File: src/rtl/hazard_pkg.sv
// hazard_pkg: shared types and constants for the pipeline hazard controller.
package hazard_pkg;

  // Operand source select for the Execute-stage ALU inputs
  typedef enum logic [1:0] {
    FWD_RF = 2'b00,  // register file value read in Decode
    FWD_W  = 2'b01,  // result in Writeback
    FWD_M  = 2'b10   // ALU result in Memory
  } fwd_sel_t;

  // Memory-wait controller states
  typedef enum logic [0:0] {
    RUN  = 1'b0,
    WAIT = 1'b1
  } state_t;

  // Widest register index supported; the PC is always the all-ones index
  localparam int                    MAX_REGW = 32;
  localparam logic [MAX_REGW-1:0]   PC_IDX   = '1;

  // Memory-stage result is the younger producer, so it wins over Writeback
  function automatic fwd_sel_t fwd_pick(input logic hit_m, input logic hit_w);
    if (hit_m) return FWD_M;
    if (hit_w) return FWD_W;
    return FWD_RF;
  endfunction

endpackage

File: src/rtl/sat_counter.sv
// sat_counter: W-bit up counter that sticks at all ones; clear wins over count.
module sat_counter #(
  parameter int W = 16
) (
  input  logic         clk,
  input  logic         rst_n,
  input  logic         clear,
  input  logic         en,
  output logic [W-1:0] count
);

  // Count enabled cycles, hold at all ones, zero on clear
  // NOTE: sequential state uses non-blocking assignments so every flop samples pre-edge values.
  always_ff @(posedge clk or negedge rst_n) begin
    if (!rst_n) begin
      count <= '0;
    end else if (clear) begin
      count <= '0;
    end else if (en && (count != '1)) begin
      count <= count + 1'b1;
    end
  end

endmodule

File: src/rtl/hazard_ctrl.sv
// hazard_ctrl: forwarding, load/RAW stalls, PC-write and branch flushes,
// memory-wait stalls with a sticky timeout flag, and stall/flush counters.
module hazard_ctrl
  import hazard_pkg::*;
#(
  parameter int REGW    = 4,
  parameter int CNTW    = 16,
  parameter int FWD_EN  = 1,
  parameter int TIMEOUT = 255
) (
  input  logic            clk,
  input  logic            reset,
  input  logic [REGW-1:0] RA1D,
  input  logic [REGW-1:0] RA2D,
  input  logic [REGW-1:0] RA1E,
  input  logic [REGW-1:0] RA2E,
  input  logic [REGW-1:0] WA3E,
  input  logic [REGW-1:0] WA3M,
  input  logic [REGW-1:0] WA3W,
  input  logic            RegWriteE,
  input  logic            RegWriteM,
  input  logic            RegWriteW,
  input  logic            MemtoRegE,
  input  logic            PCWriteD,
  input  logic            BranchTakenE,
  input  logic            MemReqM,
  input  logic            MemReadyM,
  input  logic            CntClear,
  output logic [1:0]      ForwardAE,
  output logic [1:0]      ForwardBE,
  output logic            StallF,
  output logic            StallD,
  output logic            StallE,
  output logic            StallM,
  output logic            FlushD,
  output logic            FlushE,
  output logic            FlushW,
  output logic            PCWrPendingF,
  output logic            MemErr,
  output logic [CNTW-1:0] StallCnt,
  output logic [CNTW-1:0] FlushCnt
);

  localparam logic [REGW-1:0]  PC_REG   = PC_IDX[REGW-1:0];
  localparam int               WAITW    = (TIMEOUT < 2) ? 1 : $clog2(TIMEOUT + 1);
  localparam logic [WAITW-1:0] WAIT_MAX = WAITW'(TIMEOUT);
  localparam logic [0:0]       S_RUN    = RUN;
  localparam logic [0:0]       S_WAIT   = WAIT;

  logic [0:0]       state_q, state_d;
  logic [WAITW-1:0] wait_cnt_q, wait_cnt_d;
  logic             mem_err_q;
  logic             pcw_e_q, pcw_m_q, pcw_w_q;
  logic             ld_stall, raw_stall, mem_stall;
  logic             raw_hit_1, raw_hit_2;

  assign mem_stall    = MemReqM && !MemReadyM;
  assign ld_stall     = MemtoRegE && ((WA3E == RA1D) || (WA3E == RA2D));
  assign raw_hit_1    = (RegWriteE && (WA3E == RA1D)) || (RegWriteM && (WA3M == RA1D)) ||
                        (RegWriteW && (WA3W == RA1D));
  assign raw_hit_2    = (RegWriteE && (WA3E == RA2D)) || (RegWriteM && (WA3M == RA2D)) ||
                        (RegWriteW && (WA3W == RA2D));
  // Without forwarding paths, any in-flight producer of a Decode source must drain first
  assign raw_stall    = (FWD_EN == 0) && (raw_hit_1 || raw_hit_2);
  assign PCWrPendingF = PCWriteD || pcw_e_q || pcw_m_q;
  assign MemErr       = mem_err_q;

  // Operand forwarding; the PC index is never bypassed from a later stage
  // NOTE: every output of a combinational block gets a default first, so no path leaves it holding (no latch).
  always_comb begin
    ForwardAE = FWD_RF;
    ForwardBE = FWD_RF;
    if (FWD_EN != 0) begin
      if (RA1E != PC_REG)
        ForwardAE = fwd_pick(RegWriteM && (WA3M == RA1E), RegWriteW && (WA3W == RA1E));
      if (RA2E != PC_REG)
        ForwardBE = fwd_pick(RegWriteM && (WA3M == RA2E), RegWriteW && (WA3W == RA2E));
    end
  end

  // Stall/flush priority: memory wait, then taken branch, then load/RAW/PC-write hazards.
  // A taken branch seen during a memory wait stays in the held Execute stage and
  // takes effect on the first cycle after the wait releases.
  always_comb begin
    StallF = 1'b0;
    StallD = 1'b0;
    StallE = 1'b0;
    StallM = 1'b0;
    FlushD = 1'b0;
    FlushE = 1'b0;
    FlushW = 1'b0;
    if (mem_stall) begin
      StallF = 1'b1;
      StallD = 1'b1;
      StallE = 1'b1;
      StallM = 1'b1;
      FlushW = 1'b1;
    end else if (BranchTakenE) begin
      FlushD = 1'b1;
      FlushE = 1'b1;
    end else begin
      StallF = ld_stall || raw_stall || PCWrPendingF;
      StallD = ld_stall || raw_stall;
      FlushE = ld_stall || raw_stall;
      FlushD = PCWrPendingF || pcw_w_q;
    end
  end

  // Track a PC-writing instruction through Execute, Memory and Writeback
  always_ff @(posedge clk or negedge reset) begin
    if (!reset) begin
      pcw_e_q <= 1'b0;
      pcw_m_q <= 1'b0;
      pcw_w_q <= 1'b0;
    end else begin
      if (FlushE)       pcw_e_q <= 1'b0;
      else if (!StallE) pcw_e_q <= PCWriteD;
      if (!StallM)      pcw_m_q <= pcw_e_q;
      pcw_w_q <= FlushW ? 1'b0 : pcw_m_q;
    end
  end

  // Memory-wait next state and wait-cycle count (saturates at TIMEOUT)
  always_comb begin
    state_d    = state_q;
    wait_cnt_d = '0;
    if (state_q == S_RUN) begin
      if (mem_stall) state_d = S_WAIT;
    end else if (MemReadyM) begin
      state_d = S_RUN;
    end else begin
      wait_cnt_d = (wait_cnt_q == WAIT_MAX) ? wait_cnt_q : wait_cnt_q + 1'b1;
    end
  end

  // Memory-wait state, counter, and sticky timeout flag; the timeout does not release the stall
  always_ff @(posedge clk or negedge reset) begin
    if (!reset) begin
      state_q    <= S_RUN;
      wait_cnt_q <= '0;
      mem_err_q  <= 1'b0;
    end else begin
      state_q    <= state_d;
      wait_cnt_q <= wait_cnt_d;
      if ((state_q == S_WAIT) && !MemReadyM && (wait_cnt_d == WAIT_MAX)) mem_err_q <= 1'b1;
    end
  end

  sat_counter #(.W(CNTW)) u_stall_cnt (
    .clk   (clk),
    .rst_n (reset),
    .clear (CntClear),
    .en    (StallF),
    .count (StallCnt)
  );

  sat_counter #(.W(CNTW)) u_flush_cnt (
    .clk   (clk),
    .rst_n (reset),
    .clear (CntClear),
    .en    (FlushE),
    .count (FlushCnt)
  );

endmodule

File: config.mk
export PLATFORM = sky130hd
export DESIGN_NAME = hazard_ctrl
export DESIGN_NICKNAME = d
export VERILOG_FILES = /design/src/rtl/hazard_pkg.sv /design/src/rtl/sat_counter.sv /design/src/rtl/hazard_ctrl.sv
export SDC_FILE = /design/constraint.sdc
export NUM_CORES = 1
export LEC_CHECK = 0
export BUFFER_PORTS_ARGS = -buffer_cell sky130_fd_sc_hd__buf_2
export CELL_PAD_IN_SITES_DETAIL_PLACEMENT = 1
export CELL_PAD_IN_SITES_GLOBAL_PLACEMENT = 1
export CORE_UTILIZATION = 38
export CTS_CLUSTER_SIZE = 12
export DETAILED_ROUTE_END_ITERATION = 7
export PLACE_DENSITY = 0.86
export SKIP_LAST_GASP = 1
export SYNTH_ARGS = -nofsm -noshare
export SYNTH_HDL_FRONTEND = slang
export SYNTH_SLANG_ARGS = --single-unit
export TNS_END_PERCENT = 1
File: constraint.sdc
create_clock -name clk -period 2.55 [get_ports clk]
set_clock_uncertainty 0.2 [all_clocks]
set_input_delay 0.1275 -clock clk [delete_from_list [all_inputs] [get_ports clk]]
set_output_delay 0.1275 -clock clk [all_outputs]
set_load 0.02 [all_outputs]
==> results of run 1 <==
-- power by group through the flow --
stage                     Sequential, mW  Clock, mW  Combinational, mW
after floorplan                    0.767          0              0.134
after CTS                          0.745      0.497              0.262
after global routing               0.748      0.525              0.283
after global placement             0.758          0              0.247
after detailed placement           0.759          0              0.256
final                              0.745      0.481              0.258
-- logic make-up (layout without fill, tap and decap cells) --
logic type	Yosys count	in the layout
simple gates	147	147
compound gates	56	56
flops	45	45
xor+xnor	40	40
buf+inv	16	106
mux	5	5
fa+ha+maj	3	3
-- cell type report --
type / count / area, um2 / area share (%)
clock buffers: 6 / 82.58 / 2.378
clock inverters: 2 / 13.76 / 0.3964
inverters: 3 / 11.26 / 0.3243
multi-input cells: 251 / 1603 / 46.16
flip-flops and latches: 45 / 1126 / 32.43
well taps: 96 / 120.1 / 3.459
repair buffers: 95 / 515.5 / 14.85
-- through the flow --
stage               util, %  total power [mW]
finish                50.00             1.484
global route          50.00             1.556
CTS                   49.95             1.503
detailed placement    48.13             1.015
global placement      48.13             1.005
floorplan                 -            0.9003
-- Yosys cell counts (2+ instances only) --
cell type and n:
mux2i_1 2, mux2_2 3, inv_1 3, nand4_1 13, xnor2_2 4, o21bai_1 2, buf_4 2, o31ai_1 4
or3_1 7, nand3_1 23, and2_1 5, clkbuf_1 9, a41oi_1 2, nor4_1 2, nand4_2 2, nor3_1 8
nand3b_1 2, xor2_1 23, ha_1 3, nor2b_1 8, or4_1 6, o21ai_0 18, nor2_1 28, dfrtp_1 45
nand2_1 31, xnor2_1 13, a31oi_1 4, and3_1 5, a21oi_1 18, nand2b_1 2
-- timing repair --
item | CTS | global route
hold endpoints to repair | 22 | 0
endpoints found under the setup margin | 0 | 1
hold buffers | 3 | 0
resized for setup | 0 | 1
-- per-layer routing --
layer	GRT usage, %	up-vias	part of all wire (%)
met2	37.00	60	50
met1	26.92	1346	45
li1	-	1294	-
met4	6.259	0	1.1
met5	0	-	0
met3	4.713	9	4.0
-- flip-flops by register name (all words and copies together), names as in the netlist --
register,flops
wait_cnt_q,8
state_q,1
pcw_e_q,1
pcw_m_q,1
pcw_w_q,1
u_stall_cnt.count,16
u_flush_cnt.count,16
MemErr,1
-- critical path, stage by stage (launching register included) --
cell and delay [ps]:
dfrtp_1 460, and4_4 250, and2_1 180, a2bb2oi_1 320
nor2_2 200, nor4_2 260, mux2_2 360
-- worst max-delay path by stage --
stage                                 end                  from
finish              u_stall_cnt.count[13]  u_stall_cnt.count[3]
global placement    u_stall_cnt.count[15]  u_stall_cnt.count[3]
global route        u_stall_cnt.count[13]  u_stall_cnt.count[3]
floorplan           u_stall_cnt.count[13]  u_stall_cnt.count[0]
detailed placement  u_stall_cnt.count[15]  u_stall_cnt.count[3]
CTS                 u_stall_cnt.count[15]  u_stall_cnt.count[3]
==> results.cfg, run 1 <==
[drt]
drt-vias-per-instance = 5.440
vias = 2709
drt_first_pass_iters = 4
drc = 0
wire_per_inst_um = 15.54
wl_um = 7741
drtAntennaViolNets = 0
first_iter_violations = 78

[sta]
relSlewSlack_pct = 56.60
final_max_slew_viol_count = 0
hold_viol = 0
rsz0062_at_grt = no
final.setup.tns_ps = 0
finalCriticalPeriod_ps = 2339
fmax_mhz = 427.6
setup_ws_ps = 211.4
min_period_over_period_pct = 91.71
worst_slew_pin_slew_ps = 651.0
setup_viol = 0
hold_ws_ps = 39.84

[placement]
dpl-instance-area_mm2 = 0.003342
dp_hpwl_um = 5868
portBuffers = 82
pre_cts_slack_ps = 213.8
gp_congestion = 0.7619
placedCellCount = 487

[finish]
n_antenna_cell = 0
most-common-layout-cells = buf_2, dfrtp_1, nand2_1, nor2_1
layout_commonest_cell = buf_2
drive_gt1_share_pct = 28.61
area_growth_pct = 23.94
n_fill_cell = 864
final_cells = 498
fin_nets = 443
fin_area_mm2 = 0.003472

[worst_setup_path]
start_kind = flip-flop
arrival_ps = 2330
r2r_slack_ps = 210
r2r_end = u_stall_cnt.count[13]
worstPathRequired_ps = 2540
worst-r2r-cell-count = 6
cp_max_fo = 13
criticalPathCategory = flip-flop to flip-flop
end_kind = flip-flop
r2r-start = u_stall_cnt.count[3]

[power_and_ir_drop]
clockPowerShare_pct = 32.4
power_frac_seq_pct = 50.2
combPwrFrac_pct = 17.4
p_sw_share_pct = 29.24
p_switching_mw = 0.4339
vdd_drop_max_v = 0.0002012
cellLeakagePower_nw = 1.638
power.density_mw_per_mm2 = 427.5
internal-power_mw = 1.050

[logic_synthesis]
synthAdderAreaFrac_pct = 1.340
synthDistinctLibCells = 45
synth-simple-area-share_pct = 27.60
ys_seq_elements = 45
synth-xor-area-share_pct = 13.58
synth_top_area_cell = dfrtp_1
synth_edf_count = 0
synthCells = 312
muxShareOfSynthArea_pct = 1.921
synthArstFlopShare_pct = 100.0
yosys_warnings = 0
synth_top_area_share_pct = 40.20
yosysSeqAreaShare_pct = 40.20
yosys-top-cells-area = dfrtp_1, xor2_1, nand2_1
avgSynthCellArea_um2 = 8.979
synth_flop_cell = dfrtp_1
synth_top_family_by_area = simple AND/OR/NAND/NOR gates
synth_compound_area_share_pct = 12.64
syn_area_mm2 = 0.002801
synth_nets = 354

[floorplan]
io-pin-count = 84
die-height_um = 87.86
die-area_mm2 = 0.007719
core.rowCount = 30
coreArea_mm2 = 0.006944
start_util_pct = 40.34
die_w_um = 87.86

[hold_path]
hp-class = input pin to flip-flop
min_to = state_q
min_path_cells = 3
hold_start = MemReqM

[global_route]
grt_pass1_wl_um = 12880
antenna_found_initial = 0
overflow = 0
grt_usage_pct = 21.45
grt_pass1_vias = 2721
grt_max_degree = 38

[clock_tree]
cts.sinks = 45
clk_latency_ps = 300
cts_buffer_depth = 2
cts.clk_slew.worst_paths_ps = 90
clockRootBuffer = clkbuf_8
htreeDepth = 2
cts_tree = done
numCtsBuffers = 5
cts_setup_buffers = 0

[flow_run]
cap_violations = 0

[status]
status = finished, final reports clean
Power figures use the tool's default switching activity.
==> run 2, diff against run 1 <==
--- a/config.mk
+++ b/config.mk
@@ -8,12 +8,13 @@
 export BUFFER_PORTS_ARGS = -buffer_cell sky130_fd_sc_hd__buf_2
 export CELL_PAD_IN_SITES_DETAIL_PLACEMENT = 1
 export CELL_PAD_IN_SITES_GLOBAL_PLACEMENT = 1
-export CORE_UTILIZATION = 38
+export CORE_UTILIZATION = 39
 export CTS_CLUSTER_SIZE = 12
 export DETAILED_ROUTE_END_ITERATION = 7
-export PLACE_DENSITY = 0.86
+export PLACE_DENSITY = 0.87
 export SKIP_LAST_GASP = 1
 export SYNTH_ARGS = -nofsm -noshare
 export SYNTH_HDL_FRONTEND = slang
+export SYNTH_HIERARCHICAL = 1
 export SYNTH_SLANG_ARGS = --single-unit
 export TNS_END_PERCENT = 1
==> run 2 against run 1 <==
Die area rose by 2.1%. Critical path depth stayed put. Sequential cell count is the same. Cell count grew 2.0%. Hold slack better by 120 ps. Clock power decreased by 7.1%. Area after synthesis is 4.8% higher. Via count increased by 7.6%. Design area is 2.6% higher. Utilization down 0.89 points. Critical path type unchanged. Critical endpoint is now u_stall_cnt/count[13]. Largest cell class unchanged.
==> results.cfg, run 2 <==
[clock_tree]
cts_resized = 0
numCtsBuffers = 5
cts_tree = done
clockRootBuffer = clkbuf_8
cts.clk_slew.worst_paths_ps = 80
clk_latency_ps = 290
htreeDepth = 2
cts.sinks = 45
cts_buffer_depth = 2

[logic_synthesis]
synth_top_area_share_pct = 38.35
synthCells = 324
yosys-top-cells-area = dfrtp_1, a21oi_1, xnor2_1
synthDistinctLibCells = 44
yosysSeqAreaShare_pct = 38.35
synthArstFlopShare_pct = 100.0
synth_edf_count = 0
synth_top_area_cell = dfrtp_1
ys_seq_elements = 45
synth_flop_cell = dfrtp_1
syn_area_mm2 = 0.002937
yosys_warnings = 6
avgSynthCellArea_um2 = 9.063
synth_nets = 366
synthTopCellsByCount = dfrtp_1, a21oi_1, nand2_1, nor2_1
synth.most_common_cell = dfrtp_1

[worst_setup_path]
cp_max_fo = 22
arrival_ps = 2350
r2r_end = u_stall_cnt/count[13]
r2r-start = pcw_e_q
end_kind = flip-flop
criticalPathCategory = flip-flop to flip-flop
r2r_slack_ps = 170
worst-r2r-cell-count = 6
worstPathRequired_ps = 2520
start_kind = flip-flop

[sta]
finalCriticalPeriod_ps = 2378
setup_viol = 0
setup_ws_ps = 171.5
relSlewSlack_pct = 29.64
final_max_slew_viol_count = 0
fmax_mhz = 420.4
hold_ws_ps = 158.9
rsz0062_at_grt = no
hold_viol = 0
min_period_over_period_pct = 93.27
final.setup.tns_ps = 0
worst_slew_pin_slew_ps = 1055

[finish]
seqCellArea_mm2 = 0.001126
reg.largest.list = u_flush_cnt/count: 16 flops, u_stall_cnt/count: 16 flops, wait_cnt_q: 8 flops
final_cells = 508
area_growth_pct = 21.30
fin_nets = 451
drive_gt1_share_pct = 29.10
multi_input_area_mm2 = 0.001695
n_fill_cell = 906
layout_commonest_cell = buf_2
n_antenna_cell = 0
fin_area_mm2 = 0.003562
fin_util_pct = 49.11
most-common-layout-cells = buf_2, dfrtp_1, a21oi_1, nand2_1, nor2_1

[hold_path]
min_path_cells = 4
hold_start = MemReqM
hp-class = input pin to flip-flop
min_to = state_q

[floorplan]
start_util_pct = 40.49
io-pin-count = 84
coreArea_mm2 = 0.007253
die_w_um = 88.78
die-height_um = 88.78
core.rowCount = 31
die-area_mm2 = 0.007881

[power_and_ir_drop]
power.total_mw = 1.414
vdd_drop_max_v = 0.0002562
power.density_mw_per_mm2 = 397.0
cellLeakagePower_nw = 1.634

[flow_run]
cap_violations = 0

[drt]
first_iter_violations = 106
drtAntennaViolNets = 0
vias = 2916
drc = 0
drt_first_pass_iters = 4
wl_um = 7988
wire_per_inst_um = 15.72
drt-vias-per-instance = 5.740

[placement]
dp_hpwl_um = 5898
portBuffers = 82
placedCellCount = 498
gp_congestion = 0.7396
pre_cts_slack_ps = -35.94
dpl-instance-area_mm2 = 0.003446

[global_route]
grt_max_degree = 46
antenna_found_initial = 0
grt_pass1_vias = 2953
overflow = 0
grt_usage_pct = 21.25
grt_pass1_wl_um = 13290

[status]
status = finished, final reports clean
==> run 2: area by class of cell <==
type | count | share of cell area, %
multi-input combinational | 256 | 47.59
sequential | 45 | 31.61
timing repair buffer | 93 | 14.05
tap | 99 | 3.477
clock buffer | 7 | 2.424
inverter | 8 | 0.8430
==> run 2: logic make-up after synthesis <==
family                   synth area share [%]
AO/OA/AOI/OAI                           13.76
XOR/XNOR                                7.158
adder cells (fa/ha/maj)                 1.278
buffers and inverters                   3.920
flip-flops                              38.35
multiplexers                            3.750
AND/OR/NAND/NOR                         31.79
==> run 2: worst max-delay path: stages (launching register included) <==
cell and delay (ps):
dfrtp_1 410, or3_1 420, nor2_1 120, o21ai_1 90, inv_1 500, nor4_1 170, mux2_1 340
==> run 2: worst max path at each step <==
| stage | from | to | slack, ps | cells after the start |
|---|---|---|---|---|
| 2_1_floorplan | WA3E[0] | u_stall_cnt/count[3] | 40 | 9 |
| 3_3_place_gp | WA3E[2] | u_stall_cnt/count[3] | 130 | 9 |
| 3_5_place_dp | WA3E[0] | u_stall_cnt/count[3] | -40 | 9 |
| 4_1_cts | pcw_e_q | u_stall_cnt/count[13] | 190 | 6 |
| 5_1_grt | pcw_e_q | u_stall_cnt/count[11] | 60 | 6 |
| 6_report | pcw_e_q | u_stall_cnt/count[13] | 170 | 6 |
==> run 2: repair_timing <==
item	in CTS	in global routing
buffers inserted	0	0
hold buffers	3	0
hold endpoints to repair	46	0
==> run 2: routing by layer <==
| layer | up-vias | share of wire (%) | routed length [um] | global-route usage (%) |
|---|---|---|---|---|
| li1 | 1386 | - | - | - |
| met1 | 1438 | 44 | 3478 | 24.66 |
| met2 | 84 | 51 | 4082 | 40.70 |
| met3 | 8 | 4.6 | 364 | 3.078 |
| met4 | 0 | 0.78 | 62 | 5.279 |
| met5 | - | 0 | 0 | 0 |
==> run 2: report_power, final <==
group          switching (mW)  total (mW)  leakage [nW]  internal [mW]
logic                   0.140       0.226         0.969         0.0863
registers              0.0146       0.741         0.621          0.726
clock network           0.232       0.447        0.0443          0.216
total                   0.386        1.41          1.63           1.03
